$ cat config.mk
export PLATFORM = sky130hd
export DESIGN_NAME = tick_period_meter
export DESIGN_NICKNAME = d
export VERILOG_FILES = /design/src/rtl/tick_meter_pkg.sv /design/src/rtl/rise_detect.sv /design/src/rtl/tick_period_meter.sv
export SDC_FILE = /design/constraint.sdc
export NUM_CORES = 1
export LEC_CHECK = 0
export ABC_AREA = 0
export CORE_ASPECT_RATIO = 0.9
export CORE_MARGIN = 2
export CORE_UTILIZATION = 43
export CTS_CLUSTER_DIAMETER = 150
export DETAILED_ROUTE_END_ITERATION = 16
export DONT_BUFFER_PORTS = 1
export GPL_TIMING_DRIVEN = 0
export PLACE_DENSITY_LB_ADDON = 0.05
export SYNTH_ARGS = -nofsm -noshare
export SYNTH_HDL_FRONTEND = slang
export SYNTH_SLANG_ARGS = --single-unit
$ cat constraint.sdc
create_clock -name inClk -period 5.05 [get_ports inClk]
set_input_delay 0.7575 -clock inClk [delete_from_list [all_inputs] [get_ports inClk]]
set_output_delay 0.7575 -clock inClk [all_outputs]
set_load 0.02 [all_outputs]
$ cat src/rtl/tick_meter_pkg.sv
// Shared definitions for tick_period_meter: state encoding and lock-compare tolerance.
// Build option: define TICK_METER_TOLERANCE_EN to let periods differing by 1 count as a lock match.
package tick_meter_pkg;

  localparam logic [1:0] ST_IDLE  = 2'd0;
  localparam logic [1:0] ST_COUNT = 2'd1;
  localparam logic [1:0] ST_OVER  = 2'd2;

  typedef enum logic [1:0] {
    IDLE  = ST_IDLE,
    COUNT = ST_COUNT,
    OVER  = ST_OVER
  } state_e;

`ifdef TICK_METER_TOLERANCE_EN
  localparam int unsigned LOCK_TOL = 1;
`else
  localparam int unsigned LOCK_TOL = 0;
`endif

endpackage

$ cat src/rtl/rise_detect.sv
// One-register rising-edge detector.
// Ports: inClk (clock), reset (sync, active-high), sig (input level),
//        rise_c (combinational: sig high and previous sample low).
// RESET_VAL sets the previous-sample value after reset; 1 suppresses an edge
// for a level already high at reset release.
module rise_detect #(
  parameter logic RESET_VAL = 1'b0
) (
  input  logic inClk,
  input  logic reset,
  input  logic sig,
  output logic rise_c
);

  logic prev;

  always_ff @(posedge inClk) begin
    if (reset) prev <= RESET_VAL;
    else       prev <= sig;
  end

  assign rise_c = sig & ~prev;

endmodule

$ cat src/rtl/tick_period_meter.sv
// Measures inClk cycles between rising edges of tickIn, reports each period,
// flags lock after LOCK_COUNT consecutive matching periods, and flags overflow
// when the count saturates without a tick.
// Ports: inClk, reset (sync, active-high), tickIn (strobe from an inClk register),
//        period [WIDTH-1:0], periodValid (1-cycle pulse), locked, overflow (sticky until next tick).
// Build option: TICK_METER_TOLERANCE_EN widens the lock match to +/-1.
module tick_period_meter
  import tick_meter_pkg::*;
#(
  parameter int unsigned WIDTH      = 8,
  parameter int unsigned LOCK_COUNT = 4
) (
  input  logic             inClk,
  input  logic             reset,
  input  logic             tickIn,
  output logic [WIDTH-1:0] period,
  output logic             periodValid,
  output logic             locked,
  output logic             overflow
);

  localparam int unsigned    MW         = $clog2(LOCK_COUNT);
  localparam logic [MW-1:0]  MATCH_LOCK = MW'(LOCK_COUNT - 1);
  localparam logic [WIDTH-1:0] CNT_MAX  = '1;

  state_e           state, state_d;
  logic [WIDTH-1:0] cnt, cnt_d;
  logic [WIDTH-1:0] period_d;
  logic             valid_d, locked_d, overflow_d;
  logic [MW-1:0]    match, match_d;
  logic             tick_c;
  logic [WIDTH-1:0] diff_c;
  logic             same_c;

  // Previous sample resets high so a level held through reset is not a tick.
  rise_detect #(.RESET_VAL(1'b1)) u_rise (
    .inClk (inClk),
    .reset (reset),
    .sig   (tickIn),
    .rise_c(tick_c)
  );

  // Distance between the period now ending and the last reported one.
  assign diff_c = (cnt >= period) ? (cnt - period) : (period - cnt);
  assign same_c = (diff_c <= WIDTH'(LOCK_TOL));

  // State and output registers.
  always_ff @(posedge inClk) begin
    if (reset) begin
      state       <= IDLE;
      cnt         <= '0;
      period      <= '0;
      periodValid <= 1'b0;
      locked      <= 1'b0;
      overflow    <= 1'b0;
      match       <= '0;
    end else begin
      state       <= state_d;
      cnt         <= cnt_d;
      period      <= period_d;
      periodValid <= valid_d;
      locked      <= locked_d;
      overflow    <= overflow_d;
      match       <= match_d;
    end
  end

  // Next-state and next-output logic.
  always_comb begin
    state_d    = state;
    cnt_d      = cnt;
    period_d   = period;
    valid_d    = 1'b0;
    locked_d   = locked;
    overflow_d = overflow;
    match_d    = match;
    case (state)
      IDLE: begin
        if (tick_c) begin
          state_d = COUNT;
          cnt_d   = WIDTH'(1);
        end
      end
      COUNT: begin
        // A tick in the saturation cycle still reports CNT_MAX.
        if (tick_c) begin
          cnt_d    = WIDTH'(1);
          period_d = cnt;
          valid_d  = 1'b1;
          if (same_c) begin
            if (match != MATCH_LOCK) match_d = match + MW'(1);
          end else begin
            match_d = '0;
          end
          locked_d = (match_d == MATCH_LOCK);
        end else if (cnt == CNT_MAX) begin
          state_d    = OVER;
          overflow_d = 1'b1;
          locked_d   = 1'b0;
        end else begin
          cnt_d = cnt + WIDTH'(1);
        end
      end
      OVER: begin
        if (tick_c) begin
          state_d    = COUNT;
          cnt_d      = WIDTH'(1);
          overflow_d = 1'b0;
          match_d    = '0;
        end
      end
      default: state_d = IDLE;
    endcase
  end

endmodule

==> results of run 1 <==
==> logic make-up (layout without fill, tap and decap cells) <==
logic type	Yosys count	count (layout)	synth area share, %
compound gates	67	67	24.2
xor+xnor	1	1	0.505
flops	24	24	27.7
buf+inv	29	33	6.85
simple gates	94	94	28.6
mux	1	1	0.577
fa+ha+maj	16	16	11.5
==> state kept, by name, summed over array words and instances (netlist names) <==
name and cells:
locked 1, period 8, periodValid 1, state 2, u_rise.prev 1, overflow 1, match 2, cnt 8
==> worst reg2reg max path: stages (launching register included) <==
cell and delay (ns):
dfxtp_1 0.52, inv_1 0.09, ha_1 0.41, o211ai_1 0.34, a21oi_1 0.10, o41ai_1 0.41, a21oi_1 0.12, nor4b_2 0.24
o21ai_1 0.14, a21oi_1 0.15
==> cells in the final DEF, fill, tap and decap left out, types with 3 or more instances in the layout <==
| cell type | instances |
|---|---|
| a21oi_1 | 26 |
| o21ai_0 | 13 |
| and2_1 | 7 |
| a22oi_1 | 3 |
| nor2_1 | 13 |
| nand2b_1 | 9 |
| ha_1 | 16 |
| nor2b_1 | 6 |
| nand2_1 | 28 |
| inv_1 | 20 |
| nand3_1 | 8 |
| clkbuf_1 | 6 |
| nor3_1 | 4 |
| dfxtp_1 | 24 |
| and3_1 | 5 |
| clkbuf_8 | 4 |
| a21o_1 | 3 |
==> per-layer routing <==
metal  track usage (%)  up-vias
met5                 0        -
met4              4.95        0
met3              3.15        6
met2              29.1       36
met1              25.2      775
li1                  -      820
==> layout make-up <==
cell class	count	area, um2
fillers	386	1940
multi-input cells	179	1130
flip-flops and latches	24	480
inverters	20	75.1
well taps	46	57.6
clock buffers	4	55.1
plain buffers	9	43.8
==> per-stage QoR <==
stage	setup slack (ns)	total power, mW	cells
after floorplan	2.80	0.219	232
after global placement	2.58	0.225	278
after CTS	2.47	0.355	282
final	2.47	0.354	282
after global routing	2.29	0.369	282
after detailed placement	2.50	0.225	278
==> final timing paths <==
kind,startpoint,cells past startpoint,slack (ns),end
hold reg to reg,match[1],2,0.49,locked
setup / recovery,period[2],9,2.47,match[1]
hold / removal,match[1],2,0.49,locked
setup reg to reg,period[2],9,2.47,match[1]
==> power groups by stage <==
| stage | Sequential (mW) | Clock [mW] | Combinational, mW |
|---|---|---|---|
| floorplan | 0.197 | 0 | 0.0217 |
| global placement | 0.198 | 0 | 0.0274 |
| detailed placement | 0.198 | 0 | 0.0276 |
| CTS | 0.193 | 0.134 | 0.0277 |
| global route | 0.194 | 0.143 | 0.0315 |
| finish | 0.193 | 0.133 | 0.0277 |
==> flow_metrics.py, run 1 <==
metrics = {
    "outcome": {
        "status": "finished clean",
    },
    "layout": {
        "fin_area_mm2": 0.00185,
        "final_core_util_pct": 48.8,
        "layout-drive-gt1-share_pct": 6.36,
        "antennaDiodeCount": 0,
        "nets": 256,
        "area.growth.synth_to_final_pct": 6.49,
    },
    "hold_path": {
        "holdCritPathClass": "reg -> reg",
    },
    "yosys": {
        "synth.top_cell.area_share_pct": 27.7,
        "syn-instance-count": 232,
        "synth_warnings": 0,
        "syn_avg_cell_area_um2": 7.47,
        "ys_top_cells_by_count": "nand2_1 (28), a21oi_1 (26), dfxtp_1 (24), inv_1 (20), ha_1 (16)",
        "ys_seq_area_share_pct": 27.7,
        "synth.distinct_cells": 47,
        "synth_fp_nets": 251,
        "synth_area_leader_cell": "dfxtp_1",
        "syn_area_mm2": 0.00173,
        "synthTopCellsByArea": "dfxtp_1 (28%), ha_1 (12%), a21oi_1 (7.5%), nand2_1 (6.1%), inv_1 (4.3%)",
        "synth.most_common_cell": "nand2_1",
        "synth_edf_count": 0,
        "async_flop_share_pct": 0,
        "synth_ff_type": "dfxtp_1",
        "ys_ff_latch": 24,
    },
    "clock_tree": {
        "postCtsHoldBufs": 0,
        "post_cts_buffers": 0,
        "cts_resized": 0,
        "clk_path_buf_depth": 2,
        "cts.sinks": 24,
        "root_buffer": "clkbuf_8",
        "clk_pin_slew_ns": 0.09,
        "cts_buffers": 3,
        "cts_tree": "built",
        "cts_max_level": 1,
        "clock_latency_ns": 0.27,
    },
    "setup_path": {
        "critical_path_buf_inv_count": 1,
        "path_class": "reg -> reg",
        "cp.arrival_ns": 2.79,
        "slowest_stage": "dfxtp_1",
        "end_kind": "register",
        "required_ns": 5.26,
        "slowest_delay_ns": 0.52,
        "crit_top_cell": "a21oi_1",
        "start_kind": "register",
        "worstPathMaxFanout": 8,
        "critPathTopFamily": "compound AO/OA/AOI/OAI gates",
        "path_cells": "inv_1 -> ha_1 -> o211ai_1 -> a21oi_1 -> o41ai_1 -> a21oi_1 -> nor4b_2 -> o21ai_1 -> a21oi_1",
    },
    "power": {
        "internal_power_mw": 0.272,
        "pwr-share-comb_pct": 7.8,
        "p_sw_mw": 0.0820,
        "pwr-share-seq_pct": 54.7,
        "pwr_density_cell_mw_per_mm2": 192,
        "swShare_pct": 23.2,
        "vdd_drop_max_mv": 0.112,
        "leakage_nw": 0.684,
        "p_clk_share_pct": 37.5,
    },
    "drt": {
        "drt_wl_total_um": 4030,
        "post_drt_wl_per_cell_um": 14.3,
        "highest_layer": "met4",
        "met3_length_um": 138,
        "dr.first_iter.drc_count": 117,
        "drc_errors": 0,
        "vias_per_cell": 5.80,
        "firstDrtPassIters": 4,
        "antenna_left": 0,
        "wl_met2_um": 1820,
        "drt-met1-wl_um": 2030,
        "via_count": 1637,
    },
    "sta": {
        "grt_setup_unrepaired": "no",
        "hold_viol_final": 0,
        "finalCritPeriodShare_pct": 51.1,
        "finalSetupTns_ns": 0,
        "max-slew-margin-rel_pct": 66.5,
        "worst_pin_slew_ns": 0.503,
        "maxSlewViolCount": 0,
        "finalClockSkew_ns": 0.00302,
        "timing.hold.ws_ns": 0.492,
        "fmax_mhz": 388,
        "min_period_ns": 2.58,
        "setup_viol": 0,
    },
    "floorplan": {
        "die_y_um": 64.2,
        "start_util_pct": 45.8,
        "core_mm2": 0.00378,
        "ioPinCount": 14,
        "die_x_um": 70.9,
        "rows": 21,
        "die-area_mm2": 0.00456,
    },
    "place": {
        "hpwl_um": 3130,
        "place_area_mm2": 0.00179,
        "place_congestion": 0.767,
        "port_buffers": 0,
    },
    "global_route": {
        "grt_pass1_wl_um": 6760,
        "grt_pass1_vias": 1431,
        "track_usage_pct": 18.2,
        "grt_max_degree": 14,
        "grt-ovfl-total": 0,
        "antenna_found_initial": 0,
    },
    "job": {
        "maxCapViolCount": 0,
    },
}
(Power assumes the default switching activity.)
==> run 2, diff against run 1 <==
clock period = 2.55 ns   (was 5.05 ns; I/O delays follow)
==> flow_metrics.py, run 2 (synthesis results as in run 1) <==
metrics = {
    "place": {
        "place_area_mm2": 0.00179,
        "place_congestion": 0.767,
        "port_buffers": 0,
        "preCtsSetupSlack_ns": -0.00364,
        "hpwl_um": 3130,
    },
    "floorplan": {
        "rows": 21,
        "die-area_mm2": 0.00456,
        "die_y_um": 64.2,
        "start_util_pct": 45.8,
        "die_x_um": 70.9,
        "ioPinCount": 14,
        "core_mm2": 0.00378,
    },
    "setup_path": {
        "critical_path_buf_inv_count": 2,
        "path_class": "reg -> reg",
        "start_kind": "register",
        "required_ns": 2.76,
        "path_cells": "inv_1 -> ha_1 -> buf_6 -> xor2_1 -> o31a_1 -> o32ai_2 -> a31oi_2 -> nor4_2 -> o21ai_1 -> a21oi_1",
        "worstPathMaxFanout": 10,
        "slowest_stage": "dfxtp_4",
        "cp.arrival_ns": 2.66,
        "slowest_delay_ns": 0.40,
        "end_kind": "register",
        "critPathTopFamily": "compound AO/OA/AOI/OAI gates",
    },
    "sta": {
        "setup_viol": 0,
        "maxSlewViolCount": 0,
        "finalClockSkew_ns": 0.00640,
        "finalSetupTns_ns": 0,
        "max-slew-margin-rel_pct": 67.6,
        "worst_slack_ns": 0.0950,
        "finalCritPeriodShare_pct": 96.3,
        "min_period_ns": 2.45,
        "timing.hold.ws_ns": 0.215,
        "worst_pin_slew_ns": 0.486,
        "fmax_mhz": 407,
        "hold_viol_final": 0,
    },
    "clock_tree": {
        "clk_path_buf_depth": 2,
        "clock_latency_ns": 0.27,
        "root_buffer": "clkbuf_8",
        "clk_pin_slew_ns": 0.09,
        "postCtsHoldBufs": 0,
        "cts_max_level": 1,
        "cts_buffers": 3,
        "cts_tree": "built",
        "cts.sinks": 24,
    },
    "job": {
        "maxCapViolCount": 0,
    },
    "power": {
        "pwr-share-comb_pct": 8.6,
        "leakage_nw": 0.710,
        "p_clk_share_pct": 37.5,
        "pwr-share-seq_pct": 54.0,
        "vdd_drop_max_mv": 0.223,
        "pwr_density_cell_mw_per_mm2": 364,
        "swShare_pct": 23.6,
        "internal_power_mw": 0.537,
        "p_sw_mw": 0.165,
    },
    "layout": {
        "fin_area_mm2": 0.00193,
        "final_cell_mix": "nand2_1 (28), a21oi_1 (26), inv_1 (20), dfxtp_1 (20), ha_1 (14)",
        "area.growth.synth_to_final_pct": 11.1,
        "final_core_util_pct": 50.9,
        "layout-drive-gt1-share_pct": 11.4,
        "antennaDiodeCount": 0,
        "mostFrequentLayoutCell": "nand2_1",
        "nFillCells": 386,
        "top_regs": "cnt x8, period x8",
        "nets": 257,
    },
    "global_route": {
        "gr-max-usage-layer": "met2",
        "grt-ovfl-total": 0,
        "grt_use_met3_pct": 3.15,
        "grt_max_degree": 14,
        "track_usage_pct": 18.2,
        "antenna_found_initial": 0,
        "gr-usage-met2_pct": 29.1,
        "grt_pass1_vias": 1431,
        "grt_pass1_wl_um": 6760,
        "met1_usage_pct": 25.2,
    },
    "drt": {
        "vias_per_cell": 5.77,
        "drt_wl_total_um": 4200,
        "drc_errors": 0,
        "firstDrtPassIters": 4,
        "via_count": 1634,
        "post_drt_wl_per_cell_um": 14.8,
        "antenna_left": 0,
        "dr.first_iter.drc_count": 84,
    },
    "hold_path": {
        "holdCritPathClass": "in -> reg",
    },
    "outcome": {
        "status": "finished clean",
    },
}
-- run 2: path summary, 6_finish.rpt --
check                               start     endpoint  slack [ns]  depth (start not counted)
worst min-delay path               tickIn  u_rise.prev        0.21                          1
worst min register to register   match[1]       locked        0.49                          2
worst max-delay path            period[4]     match[1]         0.1                         10
worst max register to register  period[4]     match[1]         0.1                         10
-- run 2: what timing repair did --
action / CTS / global route
pin swaps: 0 / 6
resized for setup: 1 / 15
buffers inserted: 0 / 1
endpoints found under the hold margin: 0 / 0
setup endpoints to repair: 2 / 3
-- run 2: stage by stage --
step / instances / power (mW)
floorplan: 232 / 0.433
global placement: 278 / 0.446
detailed placement: 278 / 0.446
CTS: 282 / 0.704
global route: 283 / 0.731
finish: 283 / 0.702
-- run 2: final cells by class --
type | instances | area (um2) | share of cell area, %
timing repair buffer | 1 | 7.51 | 0.390
tap | 46 | 57.6 | 2.99
multi-input combinational | 179 | 1190 | 61.9
sequential | 24 | 495 | 25.7
clock buffer | 4 | 55.1 | 2.86
inverter | 20 | 75.1 | 3.90
buffer | 9 | 43.8 | 2.27
-- run 2: power by group through the flow --
stage,clock (mW),combinational [mW],sequential [mW]
after detailed placement,0,0.0546,0.392
after global placement,0,0.0542,0.392
after CTS,0.266,0.0549,0.383
final,0.263,0.0601,0.379
after floorplan,0,0.0430,0.390
after global routing,0.284,0.0676,0.380
-- run 2: routing by layer --
layer / vias to the layer above / wire, um
met5: - / 0
met4: 0 / 72
met3: 9 / 120
met2: 32 / 1930
met1: 772 / 2080
li1: 821 / -
